==> config.mk <==
export PLATFORM = sky130hd
export DESIGN_NAME = irq_ctrl
export DESIGN_NICKNAME = d
export VERILOG_FILES = /design/src/rtl/irq_ctrl.sv
export SDC_FILE = /design/constraint.sdc
export NUM_CORES = 1
export LEC_CHECK = 0
export CORE_ASPECT_RATIO = 1.5
export CORE_MARGIN = 1
export CORE_UTILIZATION = 45
export DETAILED_ROUTE_END_ITERATION = 8
export PLACE_DENSITY = 0.74
export SYNTH_ARGS = -nofsm -noshare
export SYNTH_HDL_FRONTEND = slang
export SYNTH_SLANG_ARGS = --single-unit
==> constraint.sdc <==
create_clock -name clk_i -period 1.96 [get_ports clk_i]
set_input_delay 0.196 -clock clk_i [delete_from_list [all_inputs] [get_ports clk_i]]
set_output_delay 0.196 -clock clk_i [all_outputs]
set_load 0.005 [all_outputs]
==> src/rtl/irq_ctrl.sv <==
// irq_ctrl: eight-source programmable interrupt controller.
// Each source is synchronised and edge-detected, then latched in PEND.
// The lowest-index source set in both PEND and MASK wins arbitration.
// The winner is delivered to the core as an irq_o pulse of PULSE_LEN cycles.
// Service ends when the core writes EOI, followed by a one-cycle low gap.
module irq_ctrl #(
    parameter logic [7:0]  BASE_ADDR   = 8'hF0,
    parameter int unsigned NUM_SRC     = 8,
    parameter int unsigned SYNC_STAGES = 2,
    parameter int unsigned PULSE_LEN   = 2
) (
    input  logic               clk_i,
    input  logic               rst_i,
    input  logic [NUM_SRC-1:0] src_i,
    input  logic [7:0]         io_addr_i,
    input  logic [7:0]         io_data_i,
    input  logic               io_we_i,
    output logic [7:0]         io_data_o,
    output logic               irq_o
);

    localparam logic [7:0] ADDR_PEND = BASE_ADDR;
    localparam logic [7:0] ADDR_MASK = BASE_ADDR + 8'd1;
    localparam logic [7:0] ADDR_VEC  = BASE_ADDR + 8'd2;
    localparam logic [7:0] ADDR_EOI  = BASE_ADDR + 8'd3;
    localparam logic [7:0] ADDR_STAT = BASE_ADDR + 8'd4;

    localparam int unsigned CNT_W = (PULSE_LEN > 1) ? $clog2(PULSE_LEN) : 1;

    typedef enum logic [1:0] {
        IDLE,
        ASSERT,
        WAIT_EOI,
        GAP
    } state_t;

    state_t             state_q;
    state_t             state_n;
    logic [CNT_W-1:0]   cnt_q;
    logic [CNT_W-1:0]   cnt_n;
    logic [NUM_SRC-1:0] sync_q [SYNC_STAGES];
    logic [NUM_SRC-1:0] prev_q;
    logic [NUM_SRC-1:0] rise;
    logic [NUM_SRC-1:0] pend_q;
    logic [NUM_SRC-1:0] mask_q;
    logic [NUM_SRC-1:0] req;
    logic [NUM_SRC-1:0] win_oh;
    logic [NUM_SRC-1:0] w1c;
    logic [NUM_SRC-1:0] grant_clr;
    logic [2:0]         win_id;
    logic [2:0]         active_id;
    logic               grant;
    logic               release_svc;
    logic               busy;
    logic               wr_pend;
    logic               wr_mask;
    logic               wr_eoi;

    assign wr_pend = io_we_i && (io_addr_i == ADDR_PEND);
    assign wr_mask = io_we_i && (io_addr_i == ADDR_MASK);
    assign wr_eoi  = io_we_i && (io_addr_i == ADDR_EOI);

    assign rise      = sync_q[SYNC_STAGES-1] & ~prev_q;
    assign req       = pend_q & mask_q;
    assign busy      = (state_q == ASSERT) || (state_q == WAIT_EOI);
    assign w1c       = wr_pend ? io_data_i[NUM_SRC-1:0] : '0;
    assign grant_clr = grant ? win_oh : '0;

    // Synchroniser chain and edge-detect history per source.
    always_ff @(posedge clk_i or posedge rst_i) begin
        if (rst_i) begin
            for (int unsigned k = 0; k < SYNC_STAGES; k++) begin
                sync_q[k] <= '0;
            end
            prev_q <= '0;
        end else begin
            sync_q[0] <= src_i;
            for (int unsigned k = 1; k < SYNC_STAGES; k++) begin
                sync_q[k] <= sync_q[k-1];
            end
            prev_q <= sync_q[SYNC_STAGES-1];
        end
    end

    // Pending and mask registers; a new edge overrides any clear on the same bit.
    always_ff @(posedge clk_i or posedge rst_i) begin
        if (rst_i) begin
            pend_q <= '0;
            mask_q <= '0;
        end else begin
            pend_q <= (pend_q & ~(w1c | grant_clr)) | rise;
            if (wr_mask) begin
                mask_q <= io_data_i[NUM_SRC-1:0];
            end
        end
    end

    // Fixed-priority arbiter: the lowest set index wins.
    always_comb begin
        win_id = '0;
        win_oh = '0;
        for (int unsigned i = NUM_SRC; i > 0; i--) begin
            if (req[i-1]) begin
                win_id      = 3'(i - 1);
                win_oh      = '0;
                win_oh[i-1] = 1'b1;
            end
        end
    end

    // Delivery FSM state, pulse counter, in-service id and registered irq_o.
    always_ff @(posedge clk_i or posedge rst_i) begin
        if (rst_i) begin
            state_q   <= IDLE;
            cnt_q     <= '0;
            active_id <= '0;
            irq_o     <= 1'b0;
        end else begin
            state_q <= state_n;
            cnt_q   <= cnt_n;
            irq_o   <= (state_n == ASSERT);
            if (grant) begin
                active_id <= win_id;
            end else if (release_svc) begin
                active_id <= '0;
            end
        end
    end

    // Next-state logic; an EOI during ASSERT cuts the pulse short and skips WAIT_EOI.
    always_comb begin
        state_n     = state_q;
        cnt_n       = cnt_q;
        grant       = 1'b0;
        release_svc = 1'b0;
        case (state_q)
            IDLE: begin
                if (|req) begin
                    state_n = ASSERT;
                    cnt_n   = '0;
                    grant   = 1'b1;
                end
            end
            ASSERT: begin
                if (wr_eoi) begin
                    state_n     = GAP;
                    release_svc = 1'b1;
                end else if (cnt_q == CNT_W'(PULSE_LEN - 1)) begin
                    state_n = WAIT_EOI;
                end else begin
                    cnt_n = cnt_q + CNT_W'(1);
                end
            end
            WAIT_EOI: begin
                if (wr_eoi) begin
                    state_n     = GAP;
                    release_svc = 1'b1;
                end
            end
            GAP: begin
                state_n = IDLE;
            end
            default: begin
                state_n = IDLE;
            end
        endcase
    end

    // Combinational register read-back; unused bits and unmapped addresses read zero.
    always_comb begin
        io_data_o = '0;
        case (io_addr_i)
            ADDR_PEND: io_data_o = 8'(pend_q);
            ADDR_MASK: io_data_o = 8'(mask_q);
            ADDR_VEC:  io_data_o = busy ? {1'b1, 4'b0, active_id} : 8'h00;
            ADDR_STAT: io_data_o = {6'b0, busy, irq_o};
            default:   io_data_o = '0;
        endcase
    end

endmodule

# Word level (Yosys, flattened, before mapping)
# Index checks and enable logic that the tools add are counted.
classes:
  add_sub_neg: 1
  n_eq_ne: 11
  reduce_logical: 10
  bitwise: 7
  n_mux: 35
op_table:
  columns: ["op", "n"]
  rows:
  - ["2-to-1 mux 8 bit", 11]
  - ["== test 8 bit (second input constant)", 5]
  - ["case mux 8 bit (4 select lines)", 1]
  - ["2-to-1 mux 3 bit", 10]
  - ["bitwise AND 8 bit", 3]
  - ["inverter 8 bit", 2]
  - ["bitwise OR 8 bit", 2]
  - ["2-to-1 mux 2 bit", 4]
  - ["case mux 2 bit (4 select lines)", 1]
  - ["OR reduction 8 bit", 1]
  - ["2-to-1 mux 1 bit", 7]
  - ["== test 2 x 1 -> 1 bit (second input constant)", 2]
  - ["== test 2 bit (second input constant)", 2]
  - ["!= test 2 bit (second input constant)", 2]
  - ["nonzero test 2 bit", 2]
  - ["logical AND 1 bit", 3]
  - ["AND reduction 3 bit", 1]
  - ["logical NOT 2 bit", 1]
  - ["case mux 1 bit (2 select lines)", 1]
  - ["OR reduction 2 bit", 1]
  - ["adder 1 bit (second input constant)", 1]
  - ["logical OR 1 bit", 1]
totals:
  input_bits: 27
  out_inout_bits: 9
  wordCells: 73
  reg_bits: 47

# Logic depth before layout (Yosys ltp)
# Gate-level depths: netlist of the first run.
logic_depth:
  ltp_word: 14
  mapped_depth: 6
  depth_no_buf: 6

# Worst setup path after synthesis of the first run
# No wires, ideal clock.
synth_path:
  kind: "register to register"
  start: "register state_q[1]"
  end: "register pend_q[7]"
  path_stages_with_launch: 7
  arrival_ns: 1.472
  required_ns: 1.838
  path_slack_ns: 0.366
  n_path_buf: 0
  setup_time_ns: 0.122
  synth_period_minus_slack_ns: 1.594
  cell_sequence: "dfrtp_1 inv_1 ha_1 a21boi_2 and3_1 nand4_1 a32o_1"
synth_between:
  elab_chain_cells: 7
synth_rtl:
  columns: ["item", "line_no", "text"]
  rows:
  - ["start: declaration", "37", "state_t state_q;"]
  - ["start signal: assignment", "119", "state_q <= state_n;"]
  - ["logical NOT 2 bit", "136", "case (state_q)"]
  - ["2-to-1 mux 1 bit", "136", null]
  - ["2-to-1 mux 8 bit", "67", "assign grant_clr = grant ? win_oh : '0;"]
  - ["bitwise OR 8 bit", "91", "pend_q <= (pend_q & ~(w1c | grant_clr)) | rise;"]
  - ["inverter 8 bit", "91", null]
  - ["bitwise AND 8 bit", "91", null]
  - ["bitwise OR 8 bit", "91", null]
  - ["end signal: assignment", "91", null]
  - ["end: declaration", "44", "logic [NUM_SRC-1:0] pend_q;"]
# No other way between the ends.
# A chain may end at the register's enable or synchronous reset.

# Final worst setup path of the first run
layout_path:
  start: "register state_q[0]"
  end: "output io_data_o[2]"
layout_between:
  elab_chain_cells: 4
layout_rtl:
  columns: ["item", "line_no", "text"]
  rows:
  - ["== test 2 x 1 -> 1 bit / == test 2 bit (equally long branches)", "65", "assign busy = (state_q == ASSERT) || (state_q == WAIT_EOI);"]
  - ["logical OR 1 bit (*)", "65", null]
  - ["2-to-1 mux 8 bit (*)", "175", "ADDR_VEC: io_data_o = busy ? {1'b1, 4'b0, active_id} : 8'h00;"]
  - ["case mux 8 bit (4 select lines) (*)", "172", "case (io_addr_i)"]
  - ["end: declaration", "18", "output logic [7:0] io_data_o,"]
# Every way passes the cells marked *; elsewhere a longest branch is shown, timed or not.

==> run_results.csv, run 1 <==
group,metric,value,unit
logic_synthesis,synth_top_family_by_area,"simple AND/OR/NAND/NOR gates",
worst_setup_path,worstSetupPathType,"reg2out",
logic_synthesis,synth_edf_count,0,
logic_synthesis,synth_compound_area_frac,0.140,
logic_synthesis,ys_types,37,
pwr,peakVddDrop,0.590,mV
timing,setup_viol,0,
logic_synthesis,synth.avg_cell_area,11.7,um2
timing,fmax,0.534,GHz
worst_hold_path,hold_class,"in2reg",
worst_setup_path,crit_arrival,1.68,ns
clocking,cts_sinks,47,
logic_synthesis,synth_xor_area_frac,0,
floorplan,start_util,0.467,
placed_design,placedCellCount,280,
placed_design,portBuffers,35,
timing,skew,0.00990,ns
logic_synthesis,yosys.area_share.simple,0.173,
worst_setup_path,start_kind,"flip-flop",
cells_and_area,finish.utilization,0.624,
cells_and_area,final_common_cell,"dfrtp_1",
route,wl,4250,um
route,detail-route-antenna-nets,0,
timing,worstMarginPinSlew,0.574,ns
cells_and_area,drive_gt1_frac,0.246,
timing,period_share,0.955,
logic_synthesis,synthMuxAreaShare,0.0720,
run_status,status,"complete, but fails checks",
cells_and_area,final_cell_mix,"dfrtp_1 (47), clkdlybuf4s50_1 (23), buf_4 (21), nand2_1 (19), inv_1 (12)",
floorplan,die_area,0.00491,mm2
global_route,grt_pass1_vias,1594,
worst_setup_path,required,1.76,ns
logic_synthesis,ys_seq_elements,47,
timing,rsz0062_at_grt,"false",
logic_synthesis,synth-main-ff-cell,"dfrtp_1",
cells_and_area,fin_nets,269,
global_route,grt_pass1_wl,7230,um
clocking,cts_setup_buffers,0,
clocking,cts_hold_buf,0,
timing,slew_headroom,0.617,
timing,period_needed,1.87,ns
logic_synthesis,syn_nets,208,
route,vias,1595,
floorplan,core-area,0.00447,mm2
pwr,p_leak,0.00125,uW
timing,hold_slack,0.329,ns
run_status,violations,"DRC",
clocking,root_buffer,"clkbuf_8",
placed_design,hpwl,3110,um
logic_synthesis,ys_warn_count,0,
placed_design,gp_congestion,0.799,
floorplan,io-pin-count,36,
route,drt-initial-drc-count,63,
logic_synthesis,async_flop_share,1.00,
global_route,grt_usage,0.195,
cells_and_area,finalNonFillerCells,288,
global_route,grt_overflow_total,0,
pwr,powerDensity,933,mW/mm2
clocking,clk_pin_slew_worst_paths,0.09,ns
floorplan,fp-row-count,30,
cells_and_area,area_delta_synth_final,33.7,%
timing,finalMaxSlewViolations,0,
logic_synthesis,syn_inst,178,
worst_setup_path,path_max_fanout,3,
floorplan,die_w,57.6,um
cells_and_area,n_antenna_cell,0,
global_route,antenna_found_initial,0,
clocking,clkLatencyLatePin,0.30,ns
route,drt_first_pass_iters,6,
run,drv_cap,0,
clocking,cts_buffers,5,
pwr,total_power,2600,uW
clocking,cts_tree,"built",
logic_synthesis,synth_fa_ha_area_frac,0.0180,
route,drc,2,
floorplan,fp.dieH,85.4,um
route,routed_via_density,5.54,
logic_synthesis,ys_seq_area_frac,0.564,
clocking,clockBufferDepth,2,
clocking,htreeDepth,2,
timing,finalHoldViolations,0,
logic_synthesis,syn_area,0.00208,mm2
worst_setup_path,end_kind,"output pin",
global_route,grt_max_degree,48,
route,wl_per_cell,14.8,um
[critical path, stage by stage (launching register included)]
cell and delay [ns]:
dfrtp_1 0.39, inv_2 0.08, ha_4 0.20, nor2b_2 0.15, buf_4 0.14, nand3_1 0.08
o21ai_0 0.07, and2_1 0.16, clkbuf_2 0.11
[power by group]
part	leakage [uW]	internal, uW	switching (uW)
Clock	0.0000515	322	304
Combinational	0.000650	420	363
Sequential	0.000551	1090	98.6
Total	0.00125	1840	765
[area by class of cell]
class                   count  area [um2]
well taps                  48        60.1
inverters                  15        56.3
multi-input cells         114         912
repair buffers             56         483
flip-flops and latches     47        1180
fillers                   357        1680
clock buffers               8         100
[state kept, by name (all words and copies together), names as in the netlist]
| register | flops |
|---|---|
| prev_q | 8 |
| mask_q | 8 |
| state_q | 2 |
| sync_q | 16 |
| irq_o | 1 |
| pend_q | 8 |
| cnt_q | 1 |
| active_id | 3 |
[through the flow]
step	setup WS [ns]	TNS (ns)	cell area, um2
final	0.0873	0	2790
after global routing	0.00112	0	2790
after CTS	0.000765	0	2800
after global placement	-0.125	-0.601	2640
after floorplan	0.366	0	2080
after detailed placement	-0.129	-0.676	2640
[cells in the mapped netlist (all sizes together), types with 2 or more instances]
master   n  share of area
a21oi    5          0.012
a22o     2         0.0084
a22oi    4          0.014
a31oi    3         0.0090
a32o     9          0.043
and2     6          0.018
buf      2         0.0048
dfrtp   47           0.56
ha       3          0.018
inv     15          0.027
mux2     8          0.043
mux2i    6          0.029
nand2   19          0.034
nand2b   2         0.0096
nand3    6          0.014
nand3b   2         0.0072
nand4    4          0.019
nor2     7          0.013
nor2b    3         0.0090
nor3     3          0.013
o21ai    9          0.022
[timing repair]
action,4_1_cts,5_1_grt
endpoints found under the setup margin,8,4
gates resized for setup,28,4
pin swaps,3,3
[per-layer routing]
layer	wire length (um)	global-route usage	part of all wire	vias up
met4	117	0.102	0.028	0
met5	0	0	0	-
li1	-	-	-	762
met2	2170	0.326	0.51	39
met3	164	0.0366	0.039	10
met1	1800	0.236	0.42	784
[kinds of logic (layout without fill, tap and decap cells)]
logic type               after synthesis  in the layout
buffers and inverters                 17             79
adder cells (fa/ha/maj)                3              3
AO/OA/AOI/OAI                         39             39
AND/OR/NAND/NOR                       58             58
multiplexers                          14             14
flip-flops                            47             47
[final timing paths]
check / start / slack (ns) / endpoint / cells past startpoint
hold reg to reg: sync_q[10] / 0.35 / sync_q[2] / 0
setup reg to reg: mask_q[1] / 0.29 / active_id[0] / 4
max in group asynchronous: rst_i / 1.21 / mask_q[6] / 3
min in group asynchronous: rst_i / 0.34 / sync_q[1] / 3
setup / recovery: state_q[0] / 0.09 / io_data_o[2] / 8
hold / removal: src_i[1] / 0.33 / sync_q[9] / 1
Note: power is estimated with default switching activity, not from simulation.
==> run 2: changes to the inputs <==
CORE_ASPECT_RATIO = 1.2   (was 1.5)
==> run_results.csv, run 2 (same netlist as run 1, synthesis figures left out) <==
group,metric,value,unit
floorplan,die_w,64.1,um
cells_and_area,finalNonFillerCells,299,
cells_and_area,final_cell_mix,"dfrtp_1 (47), clkdlybuf4s50_1 (26), buf_4 (23), nand2_1 (19), inv_1 (12)",
worst_setup_path,rr_worst_depth,8,
floorplan,die_area,0.00491,mm2
cells_and_area,area_delta_synth_final,34.2,%
run_status,status,"finished, final reports clean",
worst_setup_path,required,1.76,ns
worst_hold_path,hold_class,"in2async",
route,vias,1574,
timing,period_share,0.984,
worst_setup_path,worstSetupPathType,"reg2out",
timing,rsz0062_at_grt,"true",
worst_setup_path,worstPathCellList,"inv_2, ha_4, buf_6, a31oi_4, o32a_4, nor3_2, buf_2",
global_route,grt_usage,0.197,
placed_design,gp_congestion,0.840,
timing,worstMarginPinSlew,0.422,ns
worst_setup_path,start_kind,"flip-flop",
pwr,peakVddDrop,0.556,mV
global_route,grt_pass1_wl,7340,um
timing,finalHoldViolations,0,
cells_and_area,fin_nets,272,
timing,skew,0.0109,ns
pwr,total_power,2660,uW
run,drv_cap,0,
cells_and_area,largest_register,"sync_q",
floorplan,io-pin-count,36,
worst_setup_path,cp_slowest_cell,"dfrtp_1",
clocking,cts_sinks,47,
floorplan,fp-row-count,26,
route,drt_first_pass_iters,4,
clocking,clkLatencyLatePin,0.30,ns
pwr,p_leak,0.00126,uW
clocking,htreeDepth,2,
global_route,grt_overflow_total,0,
timing,setup_viol,0,
clocking,cts_buffers,5,
timing,slew_headroom,0.718,
route,drc,0,
worst_setup_path,r2r-end,"state_q[1]",
worst_setup_path,crit_arrival,1.73,ns
floorplan,core-area,0.00436,mm2
route,wl,4440,um
worst_setup_path,r2r-start,"state_q[1]",
cells_and_area,n_antenna_cell,0,
worst_setup_path,cpPeakStageDelay,0.38,ns
worst_setup_path,r2r_setup_slack,0.30,ns
route,routed_via_density,5.26,
cells_and_area,drive_gt1_frac,0.239,
worst_setup_path,path_max_fanout,3,
route,drt-initial-drc-count,82,
cells_and_area,final_common_cell,"dfrtp_1",
floorplan,start_util,0.478,
placed_design,placedCellCount,287,
timing,finalWorstSetupSlack,0.0309,ns
clocking,clockBufferDepth,2,
clocking,cts_hold_buf,0,
placed_design,portBuffers,35,
global_route,grt_max_degree,23,
global_route,grt_pass1_vias,1609,
timing,fmax,0.518,GHz
timing,finalMaxSlewViolations,0,
pwr,powerDensity,951,mW/mm2
floorplan,fp.dieH,76.6,um
clocking,cts_tree,"built",
timing,hold_slack,0.200,ns
worst_setup_path,end_kind,"output pin",
timing,period_needed,1.93,ns
clocking,clk_pin_slew_worst_paths,0.09,ns
cells_and_area,largest_reg_flops,16,
route,wl_per_cell,14.8,um
route,detail-route-antenna-nets,0,
placed_design,post-place-ws,-0.138,ns
clocking,root_buffer,"clkbuf_8",
global_route,antenna_found_initial,0,
placed_design,hpwl,3140,um
==> run 2: changes by cell type in the layout (fill, tap and decap cells not counted), sizes merged <==
cell / previous run / this run
dlygate4sd2: 8 / 5
clkdlybuf4s50: 23 / 26
clkbuf: 11 / 7
inv: 15 / 16
clkinv: 0 / 2
buf: 21 / 25
==> run 2: layer usage <==
layer	vias up	wire, um	track usage
li1	769	-	-
met1	754	1960	0.246
met2	46	2230	0.333
met3	5	170	0.0389
met4	0	75	0.0800
met5	-	0	0
==> run 2: power by group <==
group | switching, uW | leakage, uW | internal [uW]
Clock | 327 | 0.0000483 | 251
Combinational | 400 | 0.000663 | 487
Sequential | 99.6 | 0.000551 | 1090
==> run 2: final cells by class <==
type                    count  area, um2
inverters                  15       56.3
multi-input cells         114        893
clock inverters             3       18.8
fillers                   356       1560
flip-flops and latches     47       1180
well taps                  56       70.1
repair buffers             59        513
clock buffers               5       68.8
==> run 2: worst max path at each step <==
stage                   end  cells past startpoint         start  slack, ns
2_1_floorplan     pend_q[7]                      6    state_q[1]       0.37
3_5_place_dp   io_data_o[1]                      6  io_addr_i[0]      -0.14
4_1_cts        io_data_o[0]                      7    state_q[1]      0.001
3_3_place_gp   io_data_o[1]                      7    state_q[1]      -0.14
5_1_grt        io_data_o[1]                      7    state_q[1]      -0.04
6_report       io_data_o[1]                      7    state_q[0]       0.03
==> run 2: stage by stage <==
stage          setup TNS (ns)  instance area (um2)  utilization
2_1_floorplan               0                 2080            -
3_3_place_gp           -0.496                 2650        0.607
3_5_place_dp           -0.558                 2650        0.607
4_1_cts                     0                 2760        0.633
5_1_grt               -0.0863                 2800        0.642
6_report                    0                 2800        0.642
==> run 2: what timing repair did <==
action | CTS | global route
gates resized for setup | 20 | 6
buffers inserted | 2 | 2
pin swaps | 6 | 1
setup endpoints to repair | 8 | 4
==> run 2: critical path: cells and delay by family (launching register included) <==
family,cells,cell delay [ns]
buffers and inverters,3,0.29
AO/OA/AOI/OAI,2,0.38
AND/OR/NAND/NOR,1,0.09
adder cells (fa/ha/maj),1,0.27
flip-flops,1,0.38
==> run 3: changes to the inputs <==
CORE_MARGIN = not set   (was 1)
==> results of run 3 <==
No change in the layout: final DEF, timing and power equal those of run 2.
